File: src/rtl/music_mode_ctrl_if.sv
// ----------------------------------------------------------------------------
// music_mode_ctrl_if
//
// Purpose:
//   Groups the board-facing controls and the tone-generator-facing mode code
//   of the music mode controller into one bundle.
//
// Signals:
//   note_sw    [6:0]  note switches, bit0 = do .. bit6 = si (asynchronous)
//   octave_sel [1:0]  0 = low, 1 = mid, 2 = high, 3 = mid
//   btn_song          raw song pushbutton, active-high, bouncy
//   btn_stop          raw stop pushbutton, active-high, bouncy
//   mode       [4:0]  registered mode code for the tone generator
//   playing           high while a note or a song is selected
//
// Modports:
//   master  drives the controls and observes the mode (board / testbench)
//   slave   consumes the controls and produces the mode (the controller)
// ----------------------------------------------------------------------------
interface music_mode_ctrl_if;
    logic [6:0] note_sw;
    logic [1:0] octave_sel;
    logic       btn_song;
    logic       btn_stop;
    logic [4:0] mode;
    logic       playing;

    modport master (
        output note_sw,
        output octave_sel,
        output btn_song,
        output btn_stop,
        input  mode,
        input  playing
    );

    modport slave (
        input  note_sw,
        input  octave_sel,
        input  btn_song,
        input  btn_stop,
        output mode,
        output playing
    );
endinterface

File: src/rtl/music_mode_ctrl.sv
// ----------------------------------------------------------------------------
// music_mode_ctrl
//
// Purpose:
//   Front end for the buzzer tone generator. Turns the note switches, the
//   octave selector and the song/stop pushbuttons into a registered 5-bit
//   mode code:
//     0      silence
//     1-7    low do..si
//     8-14   mid do..si
//     15-16  high do/re
//     17     MerryChristmas
//     18     HappyBirthday
//     19     JiangNan
//   The tone generator restarts on every mode change, so mode only ever
//   changes on a clock edge and goes straight to its target value.
//
// Parameters:
//   DEBOUNCE_CYCLES  cycles a synchronized button level must hold to be
//                    accepted
//   CNT_W            debounce counter width, 2**CNT_W > DEBOUNCE_CYCLES
//
// Ports:
//   clk    system clock, rising edge
//   rst_n  asynchronous active-low reset
//   bus    music_mode_ctrl_if.slave (controls in, mode/playing out)
// ----------------------------------------------------------------------------
module music_mode_ctrl #(
    parameter int DEBOUNCE_CYCLES = 1000000,
    parameter int CNT_W           = 20
) (
    input  logic                   clk,
    input  logic                   rst_n,
    music_mode_ctrl_if.slave       bus
);

    localparam logic [1:0] ST_IDLE = 2'd0;
    localparam logic [1:0] ST_FREE = 2'd1;
    localparam logic [1:0] ST_SONG = 2'd2;

    localparam logic [4:0] MODE_SILENCE = 5'd0;
    localparam logic [4:0] MODE_XMAS    = 5'd17;
    localparam logic [4:0] MODE_BDAY    = 5'd18;
    localparam logic [4:0] MODE_JNAN    = 5'd19;

    localparam logic [CNT_W-1:0] DEB_LAST = CNT_W'(DEBOUNCE_CYCLES - 1);

    // Button vectors are indexed as: bit0 = song, bit1 = stop.
    localparam int BTN_SONG = 0;
    localparam int BTN_STOP = 1;

    logic [6:0]       note_meta;
    logic [6:0]       note_sync;
    logic [1:0]       oct_meta;
    logic [1:0]       oct_sync;
    logic [1:0]       btn_meta;
    logic [1:0]       btn_sync;

    logic [CNT_W-1:0] deb_cnt [2];
    logic [1:0]       deb_level;
    logic [1:0]       deb_level_d;
    logic [1:0]       press;

    logic             note_valid;
    logic [2:0]       note_idx;
    logic [4:0]       note_code;

    logic [1:0]       state_q;
    logic [1:0]       state_next;
    logic [4:0]       mode_q;
    logic [4:0]       mode_next;
    logic             playing_q;

    // ------------------------------------------------------------------------
    // Two-flop synchronizers for every asynchronous input.
    // ------------------------------------------------------------------------
    always_ff @(posedge clk or negedge rst_n) begin
        if (!rst_n) begin
            note_meta <= '0;
            note_sync <= '0;
            oct_meta  <= '0;
            oct_sync  <= '0;
            btn_meta  <= '0;
            btn_sync  <= '0;
        end else begin
            note_meta <= bus.note_sw;
            note_sync <= note_meta;
            oct_meta  <= bus.octave_sel;
            oct_sync  <= oct_meta;
            btn_meta  <= {bus.btn_stop, bus.btn_song};
            btn_sync  <= btn_meta;
        end
    end

    // ------------------------------------------------------------------------
    // Per-button debouncers. The counter only runs while the synchronized
    // level disagrees with the accepted level, so any bounce back to the
    // accepted level restarts the qualification window from zero.
    // ------------------------------------------------------------------------
    always_ff @(posedge clk or negedge rst_n) begin
        if (!rst_n) begin
            for (int i = 0; i < 2; i++) begin
                deb_cnt[i] <= '0;
            end
            deb_level   <= '0;
            deb_level_d <= '0;
        end else begin
            for (int i = 0; i < 2; i++) begin
                if (btn_sync[i] == deb_level[i]) begin
                    deb_cnt[i] <= '0;
                end else if (deb_cnt[i] == DEB_LAST) begin
                    deb_level[i] <= btn_sync[i];
                    deb_cnt[i]   <= '0;
                end else begin
                    deb_cnt[i] <= deb_cnt[i] + 1'b1;
                end
            end
            deb_level_d <= deb_level;
        end
    end

    // A press is the single cycle where the accepted level has just risen;
    // holding the button or releasing it produces nothing further.
    assign press = deb_level & ~deb_level_d;

    // ------------------------------------------------------------------------
    // Note decode: the lowest closed switch wins. In the high octave only do
    // and re exist, because codes from 17 upward are taken by the songs.
    // ------------------------------------------------------------------------
    always_comb begin
        note_valid = 1'b0;
        note_idx   = 3'd0;
        for (int i = 6; i >= 0; i--) begin
            if (note_sync[i]) begin
                note_valid = 1'b1;
                note_idx   = 3'(i);
            end
        end
    end

    always_comb begin
        note_code = MODE_SILENCE;
        if (note_valid) begin
            case (oct_sync)
                2'd0: note_code = {2'b00, note_idx} + 5'd1;
                2'd2: begin
                    if (note_idx == 3'd0) begin
                        note_code = 5'd15;
                    end else if (note_idx == 3'd1) begin
                        note_code = 5'd16;
                    end else begin
                        note_code = MODE_SILENCE;
                    end
                end
                default: note_code = {2'b00, note_idx} + 5'd8;
            endcase
        end
    end

    // ------------------------------------------------------------------------
    // Mode state machine. Stop always takes precedence over song when both
    // presses land in the same cycle. In SONG the current mode itself
    // records which song is playing, so no separate song index is kept.
    // ------------------------------------------------------------------------
    always_comb begin
        state_next = state_q;
        mode_next  = mode_q;
        case (state_q)
            ST_IDLE: begin
                if (press[BTN_SONG] && !press[BTN_STOP]) begin
                    state_next = ST_SONG;
                    mode_next  = MODE_XMAS;
                end else if (note_code != MODE_SILENCE) begin
                    state_next = ST_FREE;
                    mode_next  = note_code;
                end else begin
                    state_next = ST_IDLE;
                    mode_next  = MODE_SILENCE;
                end
            end
            ST_FREE: begin
                if (press[BTN_STOP]) begin
                    state_next = ST_IDLE;
                    mode_next  = MODE_SILENCE;
                end else if (press[BTN_SONG]) begin
                    state_next = ST_SONG;
                    mode_next  = MODE_XMAS;
                end else if (note_code == MODE_SILENCE) begin
                    state_next = ST_IDLE;
                    mode_next  = MODE_SILENCE;
                end else begin
                    state_next = ST_FREE;
                    mode_next  = note_code;
                end
            end
            ST_SONG: begin
                if (press[BTN_STOP]) begin
                    state_next = ST_IDLE;
                    mode_next  = MODE_SILENCE;
                end else if (press[BTN_SONG]) begin
                    state_next = ST_SONG;
                    case (mode_q)
                        MODE_XMAS: mode_next = MODE_BDAY;
                        MODE_BDAY: mode_next = MODE_JNAN;
                        default:   mode_next = MODE_XMAS;
                    endcase
                end
            end
            default: begin
                state_next = ST_IDLE;
                mode_next  = MODE_SILENCE;
            end
        endcase
    end

    // ------------------------------------------------------------------------
    // State, mode and playing are registered together so the tone generator
    // only ever sees a settled, self-consistent value.
    // ------------------------------------------------------------------------
    always_ff @(posedge clk or negedge rst_n) begin
        if (!rst_n) begin
            state_q   <= ST_IDLE;
            mode_q    <= MODE_SILENCE;
            playing_q <= 1'b0;
        end else begin
            state_q   <= state_next;
            mode_q    <= mode_next;
            playing_q <= (state_next == ST_FREE) || (state_next == ST_SONG);
        end
    end

    assign bus.mode    = mode_q;
    assign bus.playing = playing_q;

endmodule
File: src/flat_wrapper.sv
// flat-port wrapper written by rule: the top's interface ports become plain ports
module music_mode_ctrl_flat 
#(
    parameter int DEBOUNCE_CYCLES = 1000000,
    parameter int CNT_W           = 20
)
  (clk, rst_n, bus_note_sw, bus_octave_sel, bus_btn_song, bus_btn_stop, bus_mode, bus_playing);
  music_mode_ctrl_if bus_i ();
  input  logic clk;
  input  logic rst_n;
  input wire logic [$bits(bus_i.note_sw)-1:0] bus_note_sw;
  input wire logic [$bits(bus_i.octave_sel)-1:0] bus_octave_sel;
  input wire logic [$bits(bus_i.btn_song)-1:0] bus_btn_song;
  input wire logic [$bits(bus_i.btn_stop)-1:0] bus_btn_stop;
  output wire logic [$bits(bus_i.mode)-1:0] bus_mode;
  output wire logic [$bits(bus_i.playing)-1:0] bus_playing;
  assign bus_i.note_sw = bus_note_sw;
  assign bus_i.octave_sel = bus_octave_sel;
  assign bus_i.btn_song = bus_btn_song;
  assign bus_i.btn_stop = bus_btn_stop;
  assign bus_mode = bus_i.mode;
  assign bus_playing = bus_i.playing;
  music_mode_ctrl #(.DEBOUNCE_CYCLES(DEBOUNCE_CYCLES), .CNT_W(CNT_W)) u_core (.clk(clk), .rst_n(rst_n), .bus(bus_i));
endmodule
File: config.mk
export PLATFORM = sky130hd
export DESIGN_NAME = music_mode_ctrl_flat
export DESIGN_NICKNAME = d
export VERILOG_FILES = /design/src/rtl/music_mode_ctrl_if.sv /design/src/rtl/music_mode_ctrl.sv /design/src/flat_wrapper.sv
export SDC_FILE = /design/constraint.sdc
export NUM_CORES = 1
export LEC_CHECK = 0
export ABC_AREA = 1
export CORE_ASPECT_RATIO = 1.1
export CORE_MARGIN = 2
export CORE_UTILIZATION = 40
export CTS_CLUSTER_SIZE = 40
export DETAILED_ROUTE_END_ITERATION = 12
export GPL_TIMING_DRIVEN = 0
export HOLD_SLACK_MARGIN = 0.1
export PLACE_DENSITY_LB_ADDON = 0.3
export REMOVE_ABC_BUFFERS = 1
export SYNTH_ARGS = -nofsm -noshare
export SYNTH_HDL_FRONTEND = slang
export SYNTH_SLANG_ARGS = --single-unit
File: constraint.sdc
create_clock -name clk -period 1.8 [get_ports clk]
set_input_delay 0.54 -clock clk [delete_from_list [all_inputs] [get_ports clk]]
set_output_delay 0.54 -clock clk [all_outputs]
set_load 0.01 [all_outputs]
==> Word level (Yosys, flattened, before mapping) <==
Cells that the tools add are included.
{ "word_totals": {"register_bits": 74, "in_bits": 13, "out_inout_bits": 6, "word_cells": 84} }
{ "classes": {"addsub": 4, "n_eq_ne": 13, "n_mux": 39, "bitwise_logic": 4, "n_reduce_logical": 10} }
{ "ops": {"columns": ["op", "n"], "rows": [
  ["two-way mux 20 bit", 4],
  ["two-way mux 5 bit", 10],
  ["adder 20 x 1 -> 20 bit (second input constant)", 2],
  ["== test 20 bit (second input constant)", 2],
  ["two-way mux 3 bit", 7],
  ["one-hot mux 5 bit (3 select lines)", 1],
  ["== test 5 bit (second input constant)", 2],
  ["two-way mux 2 bit", 5],
  ["one-hot mux 5 bit (2 select lines)", 1],
  ["two-way mux 1 bit", 9],
  ["== test 2 bit (second input constant)", 3],
  ["one-hot mux 2 bit (3 select lines)", 1],
  ["adder 3 x 4 -> 5 bit (second input constant)", 1],
  ["logical NOT 5 bit", 1],
  ["nonzero test 5 bit", 1],
  ["adder 3 x 1 -> 4 bit (second input constant)", 1],
  ["== test 2 x 1 -> 1 bit (second input constant)", 2],
  ["logical NOT 2 bit", 2],
  ["one-hot mux 2 bit (2 select lines)", 1],
  ["AND reduction 2 bit", 2],
  ["== test 3 x 1 -> 1 bit (second input constant)", 1],
  ["logical NOT 3 bit", 1],
  ["!= test 3 x 1 -> 1 bit (second input constant)", 1],
  ["bitwise AND 2 bit", 1],
  ["6 further kinds", 8]
]} }

==> Depth between registers and ports, before layout <==
Gate-level depths: netlist (run 1).
{ "logic_depth": {"depth_word": 19, "ltp_mapped": 18} }

==> Least setup slack after synthesis (run 1) <==
Ideal clock, no wire load.
{ "synth_timing": {"path_type": "reg2reg", "from": "reg u_core.note_sync[4]", "to": "reg u_core.playing_q (netlist: u_core.bus.playing)", "setup_time_ns": 0.118, "t_arrival_ns": 1.485, "required_ns": 1.682, "setup_slack_ns": 0.197, "stages_incl_launch_ff": 16, "synth_period_minus_slack_ns": 1.603, "path_cell_list": "dfrtp_1 -> inv_1 -> nand2_1 -> nand2_1 -> nand2_1 -> nand2_1 -> nand2_1 -> ha_1 -> nand3_1 -> o21ai_0 -> o21bai_1 -> nand2_1 -> nor2_1 -> nand2_1 -> nand2_1 -> nand2_1"} }
{ "synth_between": {"elab_chain_len": 17, "elab_cells_between_ends": 29, "cone_classes": "2 x add/sub; 3 x eq/ne; 20 x mux; 4 x reduce/logical"} }
{ "synth_lines": {"columns": ["element", "line_no", "text"], "rows": [
  ["from (decl)", "music_mode_ctrl.sv:53", "logic [6:0] note_sync;"],
  ["from (signal assigned)", "music_mode_ctrl.sv:87", "note_sync <= note_meta;"],
  ["branches (longest 9 deep; another with adder 3 x 4 -> 5 bit)", null, null],
  ["two-way mux 5 bit (*)", "music_mode_ctrl.sv:143", "if (note_valid) begin"],
  ["logical NOT 5 bit", "music_mode_ctrl.sv:188", "end else if (note_code == MODE_SILENCE) begin"],
  ["two-way mux 1 bit", "music_mode_ctrl.sv:188", null],
  ["two-way mux 2 bit", "music_mode_ctrl.sv:185", "end else if (press[BTN_SONG]) begin"],
  ["two-way mux 2 bit", "music_mode_ctrl.sv:182", "if (press[BTN_STOP]) begin"],
  ["one-hot mux 2 bit (3 select lines) (*)", "music_mode_ctrl.sv:168", "case (state_q)"],
  ["== test 2 x 1 -> 1 bit / == test 2 bit (equally long branches)", "music_mode_ctrl.sv:228", "playing_q <= (state_next == ST_FREE) || (state_next == ST_SONG);"],
  ["logical OR 1 bit (*)", "music_mode_ctrl.sv:228", null],
  ["to (signal assigned)", "music_mode_ctrl.sv:228", null],
  ["to (decl)", "music_mode_ctrl.sv:72", "logic playing_q;"]
]} }
Every way passes the cells marked *.
A chain may end at the register's enable or synchronous reset.

==> Worst setup path in the final report (run 1) <==
{ "layout_timing": {"from": "reg u_core.note_sync[5]", "to": "reg u_core.playing_q (netlist: u_core.bus.playing)"} }
{ "layout_between": {"elab_chain_len": 18, "elab_cells_between_ends": 31, "cone_classes": "2 x add/sub; 3 x eq/ne; 22 x mux; 4 x reduce/logical"} }
{ "layout_lines": {"columns": ["element", "line_no"], "rows": [
  ["branches (longest 10 deep; another with adder 3 x 4 -> 5 bit)", null],
  ["two-way mux 5 bit (*)", "music_mode_ctrl.sv:143"],
  ["logical NOT 5 bit", "music_mode_ctrl.sv:188"],
  ["two-way mux 1 bit", "music_mode_ctrl.sv:188"],
  ["two-way mux 2 bit", "music_mode_ctrl.sv:185"],
  ["two-way mux 2 bit", "music_mode_ctrl.sv:182"],
  ["one-hot mux 2 bit (3 select lines) (*)", "music_mode_ctrl.sv:168"],
  ["== test 2 x 1 -> 1 bit / == test 2 bit (equally long branches)", "music_mode_ctrl.sv:228"],
  ["logical OR 1 bit (*)", "music_mode_ctrl.sv:228"]
]} }
Marked as above.

==> metrics.log, run 1 <==
[metrics] post-layout min period: 1.751 ns
[metrics] first-pass GRT wire length: 10740 um
[metrics] floorplan die area: 0.009334 mm^2
[metrics] share of the yosys chip area belonging to registers: 53.98%
[metrics] fraction of registers with async set or reset after synthesis: 100.0%
[metrics] setup skew after layout: 0.005501 ns
[metrics] Max Buffers Root-to-Sink: 2
[metrics] number of hold violations in the final report: 0
[metrics] register bit count reported by yosys: 74
[metrics] worst rel slew slack: 72.70%
[metrics] initial antenna violation count: 0
[metrics] syn avg cell area: 8.958 um^2
[metrics] static leakage: 1.966 nW
[metrics] Maximum Capacitance Violations: 0
[metrics] type of element capturing the critical path: register
[metrics] ratio of cells with drive above 1 in the final layout: 19.67%
[metrics] vias after detailed routing: 2567
[metrics] DRT antenna net count: 0
[metrics] achievable frequency: 571.2 MHz
[metrics] Synth top cells by count: sky130_fd_sc_hd__dfrtp_1 (74), sky130_fd_sc_hd__nand2_1 (74), sky130_fd_sc_hd__inv_1 (55)
[metrics] outcome: completed
[metrics] Initial DRT Pass Iterations: 4
[metrics] non-filler instance count after layout: 538
[metrics] Crit Path Category: reg -> reg
[metrics] overall power: 3.650 mW
[metrics] Reg clk slew, reported paths: 0.08 ns
[metrics] largest area contributor in the netlist: sky130_fd_sc_hd__dfrtp_1
[metrics] layout-stage area growth over the synthesis result: 23.41%
[metrics] share of the synthesized area in the top cell type: 53.98%
[metrics] min-delay worst type: reg -> reg
[metrics] worst-path maximum fanout: 4
[metrics] CTS tree: yes
[metrics] clk_lat worst skew: 0.35 ns
[metrics] setup repair after global routing missed its margin: yes
[metrics] final net count: 440
[metrics] Area contributors post-synth: sky130_fd_sc_hd__dfrtp_1 (54%), sky130_fd_sc_hd__nand2_1 (8.1%), sky130_fd_sc_hd__inv_1 (6.0%), sky130_fd_sc_hd__nor2_1 (5.8%), sky130_fd_sc_hd__xor2_1 (3.3%)
[metrics] Worst VDD drop: 425.9 uV
[metrics] detailed-route vias per instance: 4.771
[metrics] critical path startpoint category: register
[metrics] vias in the first global route: 2432
[metrics] top-level I/O count: 19
[metrics] number of buffers created by CTS: 9
[metrics] Final setup viols: 0
[metrics] period utilisation layout: 97.26%
[metrics] Syn Inst Count: 383
[metrics] number of design-rule violations left by the first detailed-router iteration: 81
[metrics] die width: 92.30 um
[metrics] Global Route Usage Sum: 14.45%
[metrics] worst slew pin tran: 0.4052 ns
[metrics] PwrDens: 862.1 mW/mm^2
[metrics] number of synthesis warnings: 0
[metrics] required time reported for the critical path endpoint: 2.04 ns
[metrics] count of inserted antenna diode cells: 0
[metrics] last weighted congestion value of the routability-driven placer: 0.8859
[metrics] effective utilization at floorplan: 41.02%
[metrics] routed len/inst: 11.71 um
[metrics] Sink Count: 74
[metrics] number of enable-type register cells in the synthesized netlist: 0
[metrics] HPWL after DPL: 4333 um
[metrics] Fillers: 778
[metrics] final-report max-slew violation count: 0
[metrics] cell area after technology mapping: 0.003431 mm^2
[metrics] number of cell rows: 35
[metrics] Post-synth top flop: sky130_fd_sc_hd__dfrtp_1
[metrics] CP Data Arrival Time: 1.99 ns
[metrics] DR DRC count: 0
[metrics] number of distinct standard cells referenced by the synthesized netlist: 34
[metrics] height of the chip: 101.1 um
[metrics] sum of overflow across all layers after global routing: 0
[metrics] port bufs: 18
[metrics] count of placed standard cells including taps: 512
[metrics] final routed wirelength across all metal layers: 6302 um
[metrics] largest net degree at the start of global routing: 50
[metrics] H-Tree Level Count: 3
[metrics] core box area: 0.008364 mm^2
[metrics] clock root cell: sky130_fd_sc_hd__clkbuf_8
[metrics] Finished Core Util: 50.62%
[metrics] R2R Setup Slk: 0.05 ns
-- state kept, by name, summed over array words and instances (netlist names), 5 cells and up --
signal	flops
u_core.note_meta	7
u_core.note_sync	7
u_core.deb_cnt	40
u_core.bus.mode	5
-- path summary, 6_finish.rpt --
| kind | startpoint | cells after the start | end |
|---|---|---|---|
| max in group asynchronous | rst_n | 3 | u_core.deb_cnt[35] |
| worst min register to register | u_core.note_meta[4] | 0 | u_core.note_sync[4] |
| worst min-delay path | u_core.note_meta[4] | 0 | u_core.note_sync[4] |
| worst max register to register | u_core.note_sync[5] | 14 | u_core.bus.playing |
| min in group asynchronous | rst_n | 2 | u_core.note_sync[4] |
| worst max-delay path | u_core.note_sync[5] | 14 | u_core.bus.playing |
-- cell families after synthesis --
| kind of cell | share of synthesized area [%] |
|---|---|
| AOI/OAI and AO/OA | 6.163 |
| adders and majority gates | 1.823 |
| and+or+nand+nor | 26.70 |
| DFF | 53.98 |
| muxes | 0.6564 |
| buffers and inverters | 6.601 |
| xor gates and xnor gates | 4.085 |
-- layout by cell type (no fill, tap or decap), drive strengths merged, types with 4 or more instances in the layout --
cell type	Yosys	routed
nand2	79	79
o21ai	16	16
clkdlybuf4s50	0	12
a21oi	14	14
nor2	62	62
xor2	13	13
dlygate4sd2	0	4
nor3	9	9
ha	5	5
inv	59	59
dfrtp	74	74
nor4	4	4
nand4	9	9
clkbuf	0	10
buf	1	11
nand3	23	23
-- final cells by class --
type / instances / area [um^2] / area share (%)
Sequential cell: 74 / 1852 / 43.74
Multi-Input combinational cell: 249 / 1511 / 35.70
Timing Repair Buffer: 29 / 280.3 / 6.619
Inverter: 59 / 224.0 / 5.290
Tap cell: 111 / 138.9 / 3.280
Clock buffer: 10 / 137.6 / 3.251
Clock inverter: 6 / 90.09 / 2.128
-- per-stage QoR --
stage	setup slack [ns]	hold slack (ns)	setup TNS, ns	instance area, um^2
finish	0.04935	0.3509	0	4234
global route	-0.1175	0.3637	-0.3594	4234
CTS	-0.01250	0.3530	-0.01250	4030
detailed placement	-0.08147	0.3347	-0.1689	3770
global placement	-2.301	0.3385	-170.00	3745
floorplan	0.1971	0.2444	0	3426
-- critical path, stage by stage (launching register included) --
cell and delay (ns):
sky130_fd_sc_hd__dfrtp_1 0.40, sky130_fd_sc_hd__nand2_1 0.07, sky130_fd_sc_hd__nand2_1 0.05, sky130_fd_sc_hd__nand2_1 0.06
sky130_fd_sc_hd__nand2_2 0.07, sky130_fd_sc_hd__nand2_4 0.11, sky130_fd_sc_hd__inv_4 0.06, sky130_fd_sc_hd__ha_4 0.26
sky130_fd_sc_hd__o21ai_2 0.05, sky130_fd_sc_hd__o21bai_2 0.15, sky130_fd_sc_hd__nand2_1 0.07, sky130_fd_sc_hd__nor2_1 0.10
sky130_fd_sc_hd__nand2_1 0.07, sky130_fd_sc_hd__nand2_2 0.07, sky130_fd_sc_hd__nand2_2 0.05
-- metal layers --
| metal | routed length, um | global-route usage, % |
|---|---|---|
| met3 | 161 | 2.679 |
| met5 | 0 | 0 |
| met2 | 3087 | 24.59 |
| met4 | 153 | 7.348 |
| met1 | 2901 | 17.69 |
-- power by group --
group	switching, mW	leakage, nW	total, mW	internal (mW)
Clock	0.632	0.112	1.45	0.820
Sequential	0.0556	0.965	1.80	1.74
Combinational	0.226	0.889	0.398	0.173
Total	0.913	1.97	3.65	2.74
-- timing repair --
| action | in CTS | in global routing |
|---|---|---|
| pin swaps | 2 | 19 |
| buffers inserted | 1 | 8 |
| resized for setup | 10 | 35 |
| endpoints found under the setup margin | 13 | 25 |
| hold buffers | 1 | 0 |
| endpoints found under the hold margin | 12 | 0 |
Power figures use the tool's default switching activity.
==> run 2: changes to the inputs <==
==> constraint.sdc (replaced) <==
create_clock -name clk -period 1.4 [get_ports clk]
set_input_delay 0.42 -clock clk [delete_from_list [all_inputs] [get_ports clk]]
set_output_delay 0.42 -clock clk [all_outputs]
set_load 0.01 [all_outputs]
==> run 2 against run 1 <==
The run now ends with negative setup slack left. Critical path type unchanged. First-iteration DRC count shrank 16%. Non-clock buffer count up 41. Highest routed layer unchanged. Core utilization rose by 7.9 points. Largest power group unchanged.
==> metrics.log, run 2 (synthesis gave the netlist of run 1 again) <==
[metrics] outcome: finished with violations
[metrics] failing checks: negative setup slack
[metrics] share of power burned in registers: 47.8%
[metrics] setup repair after global routing missed its margin: yes
[metrics] Crit Path Category: reg -> reg
[metrics] final net count: 481
[metrics] port bufs: 18
[metrics] core box area: 0.008364 mm^2
[metrics] achievable frequency: 567.8 MHz
[metrics] effective utilization at floorplan: 41.02%
[metrics] r2r startpoint: u_core.note_sync[5]
[metrics] CP Data Arrival Time: 2.00 ns
[metrics] worst setup path startpoint: u_core.note_sync[5]
[metrics] initial antenna violation count: 0
[metrics] PwrDens: 984.9 mW/mm^2
[metrics] final-report max-slew violation count: 0
[metrics] die width: 92.30 um
[metrics] number of cells traversed by the worst register-to-register path: 14
[metrics] detailed-route vias per instance: 4.774
[metrics] Final setup viols: 40
[metrics] vias in the first global route: 2692
[metrics] most common library cell in the layout ignoring fill and taps: sky130_fd_sc_hd__dfrtp_1
[metrics] type of element capturing the critical path: register
[metrics] worst flop-to-flop path endpoint: u_core.bus.playing
[metrics] last weighted congestion value of the routability-driven placer: 0.8859
[metrics] count of inserted antenna diode cells: 0
[metrics] clk_lat worst skew: 0.35 ns
[metrics] number of buffers created by CTS: 9
[metrics] height of the chip: 101.1 um
[metrics] static leakage: 2.273 nW
[metrics] PnR worst setup slack: -0.3612 ns
[metrics] overall power: 4.820 mW
[metrics] worst rel slew slack: 72.87%
[metrics] dpl ws: -0.4815 ns
[metrics] register with the most flip-flops: u_core.deb_cnt
[metrics] sw power: 1.234 mW
[metrics] max FFs per register: 40
[metrics] Maximum Capacitance Violations: 0
[metrics] required time reported for the critical path endpoint: 1.64 ns
[metrics] Power Internal: 3.586 mW
[metrics] Sink Count: 74
[metrics] post-layout min period: 1.761 ns
[metrics] setup skew after layout: 0.006937 ns
[metrics] vias after detailed routing: 2764
[metrics] Global Route Usage Sum: 16.00%
[metrics] Hold Slack: 0.3510 ns
[metrics] combinational share of power: 13.3%
[metrics] largest registers ranked by flip-flop count: u_core.deb_cnt (40), u_core.note_meta (7), u_core.note_sync (7)
[metrics] largest net degree at the start of global routing: 50
[metrics] switching power as a share of total power: 25.60%
[metrics] final routed wirelength across all metal layers: 7515 um
[metrics] critical path startpoint category: register
[metrics] Reg clk slew, reported paths: 0.08 ns
[metrics] DR DRC count: 0
[metrics] total placed instance area: 0.003770 mm^2
[metrics] first-pass GRT wire length: 11890 um
[metrics] summed area of non-filler cells in the final layout: 0.004893 mm^2
[metrics] worst setup path endpoint: u_core.bus.playing
[metrics] worst-path maximum fanout: 3
[metrics] R2R Setup Slk: -0.36 ns
[metrics] number of design-rule violations left by the first detailed-router iteration: 68
[metrics] HPWL after DPL: 4333 um
[metrics] top library cells by usage in the layout, fill and taps aside: sky130_fd_sc_hd__dfrtp_1 (73), sky130_fd_sc_hd__nand2_1 (55), sky130_fd_sc_hd__inv_1 (49), sky130_fd_sc_hd__nor2_1 (38), sky130_fd_sc_hd__buf_4 (38)
[metrics] Clock Power Share: 39.0%
[metrics] floorplan die area: 0.009334 mm^2
[metrics] number of cell rows: 35
[metrics] ratio of cells with drive above 1 in the final layout: 39.10%
[metrics] setup TNS after final layout: -7.873 ns
[metrics] H-Tree Level Count: 3
[metrics] Initial DRT Pass Iterations: 6
[metrics] Max Buffers Root-to-Sink: 2
[metrics] DRT antenna net count: 0
[metrics] CTS tree: yes
[metrics] clock root cell: sky130_fd_sc_hd__clkbuf_8
[metrics] min-delay worst type: reg -> reg
[metrics] Worst VDD drop: 507.9 uV
[metrics] number of hold violations in the final report: 0
[metrics] layout-stage area growth over the synthesis result: 42.63%
[metrics] top-level I/O count: 19
[metrics] routed len/inst: 12.98 um
[metrics] period utilisation layout: 125.8%
[metrics] worst slew pin tran: 0.4038 ns
[metrics] sum of overflow across all layers after global routing: 0
run 2: worst min-delay path by stage:
stage	startpoint	to	slack (ns)	cells after the start
final	u_core.note_meta[4]	u_core.note_sync[4]	0.35	0
after global routing	u_core.note_meta[4]	u_core.note_sync[4]	0.36	0
after CTS	u_core.note_meta[4]	u_core.note_sync[4]	0.35	0
after detailed placement	u_core.note_meta[4]	u_core.note_sync[4]	0.33	0
after global placement	u_core.note_meta[2]	u_core.note_sync[2]	0.34	0
after floorplan	rst_n	u_core.btn_meta[0]	0.12	0
run 2: worst max-delay path: stages, from the launching register on:
cell                       delay [ns]
sky130_fd_sc_hd__dfrtp_1         0.41
sky130_fd_sc_hd__nand2_1         0.07
sky130_fd_sc_hd__nand2_1         0.04
sky130_fd_sc_hd__nand2_1         0.07
sky130_fd_sc_hd__nand2_2         0.07
sky130_fd_sc_hd__nand2_4         0.09
sky130_fd_sc_hd__inv_4           0.05
sky130_fd_sc_hd__ha_4            0.26
sky130_fd_sc_hd__o21ai_2         0.05
sky130_fd_sc_hd__o21bai_1        0.20
sky130_fd_sc_hd__nand2_1         0.07
sky130_fd_sc_hd__nor2_1          0.09
sky130_fd_sc_hd__nand2_1         0.07
sky130_fd_sc_hd__nand2_2         0.07
sky130_fd_sc_hd__nand2_2         0.04
run 2: metal layers:
| metal | track usage (%) | routed length [um] | part of all wire [%] | up-vias |
|---|---|---|---|---|
| li1 | - | - | - | 1377 |
| met1 | 19.24 | 3242 | 43 | 1343 |
| met2 | 27.96 | 3983 | 53 | 29 |
| met3 | 2.753 | 150 | 2.0 | 15 |
| met4 | 7.807 | 139 | 1.8 | 0 |
| met5 | 0 | 0 | 0 | - |
run 2: cell type report:
type	count	area, um^2
fillers	683	3471
flip-flops and latches	74	1853
multi-input cells	249	1818
repair buffers	70	614.3
inverters	59	241.5
well taps	111	138.9
clock buffers	10	137.6
clock inverters	6	90.09
run 2: power groups by stage:
| stage | Sequential, mW | Combinational, mW | Clock [mW] |
|---|---|---|---|
| 2_1_floorplan | 2.36 | 0.215 | 0 |
| 3_3_place_gp | 2.35 | 0.451 | 0 |
| 3_5_place_dp | 2.35 | 0.472 | 0 |
| 4_1_cts | 2.30 | 0.590 | 1.92 |
| 5_1_grt | 2.31 | 0.720 | 2.00 |
| 6_report | 2.30 | 0.639 | 1.88 |
run 2: what timing repair did:
item                                   CTS  global route
cloned                                   0             0
buffers inserted                        33            22
endpoints found under the hold margin   25             0
pin swaps                               25            55
hold buffers                             1             0
setup endpoints to repair               46            47
resized for setup                       90            71
run 2: metrics by stage:
step                      util (%)  instances
after floorplan                  -        382
after global placement       44.77        511
after detailed placement     45.07        512
after CTS                    54.21        562
after global routing         58.50        579
final                        58.50        579
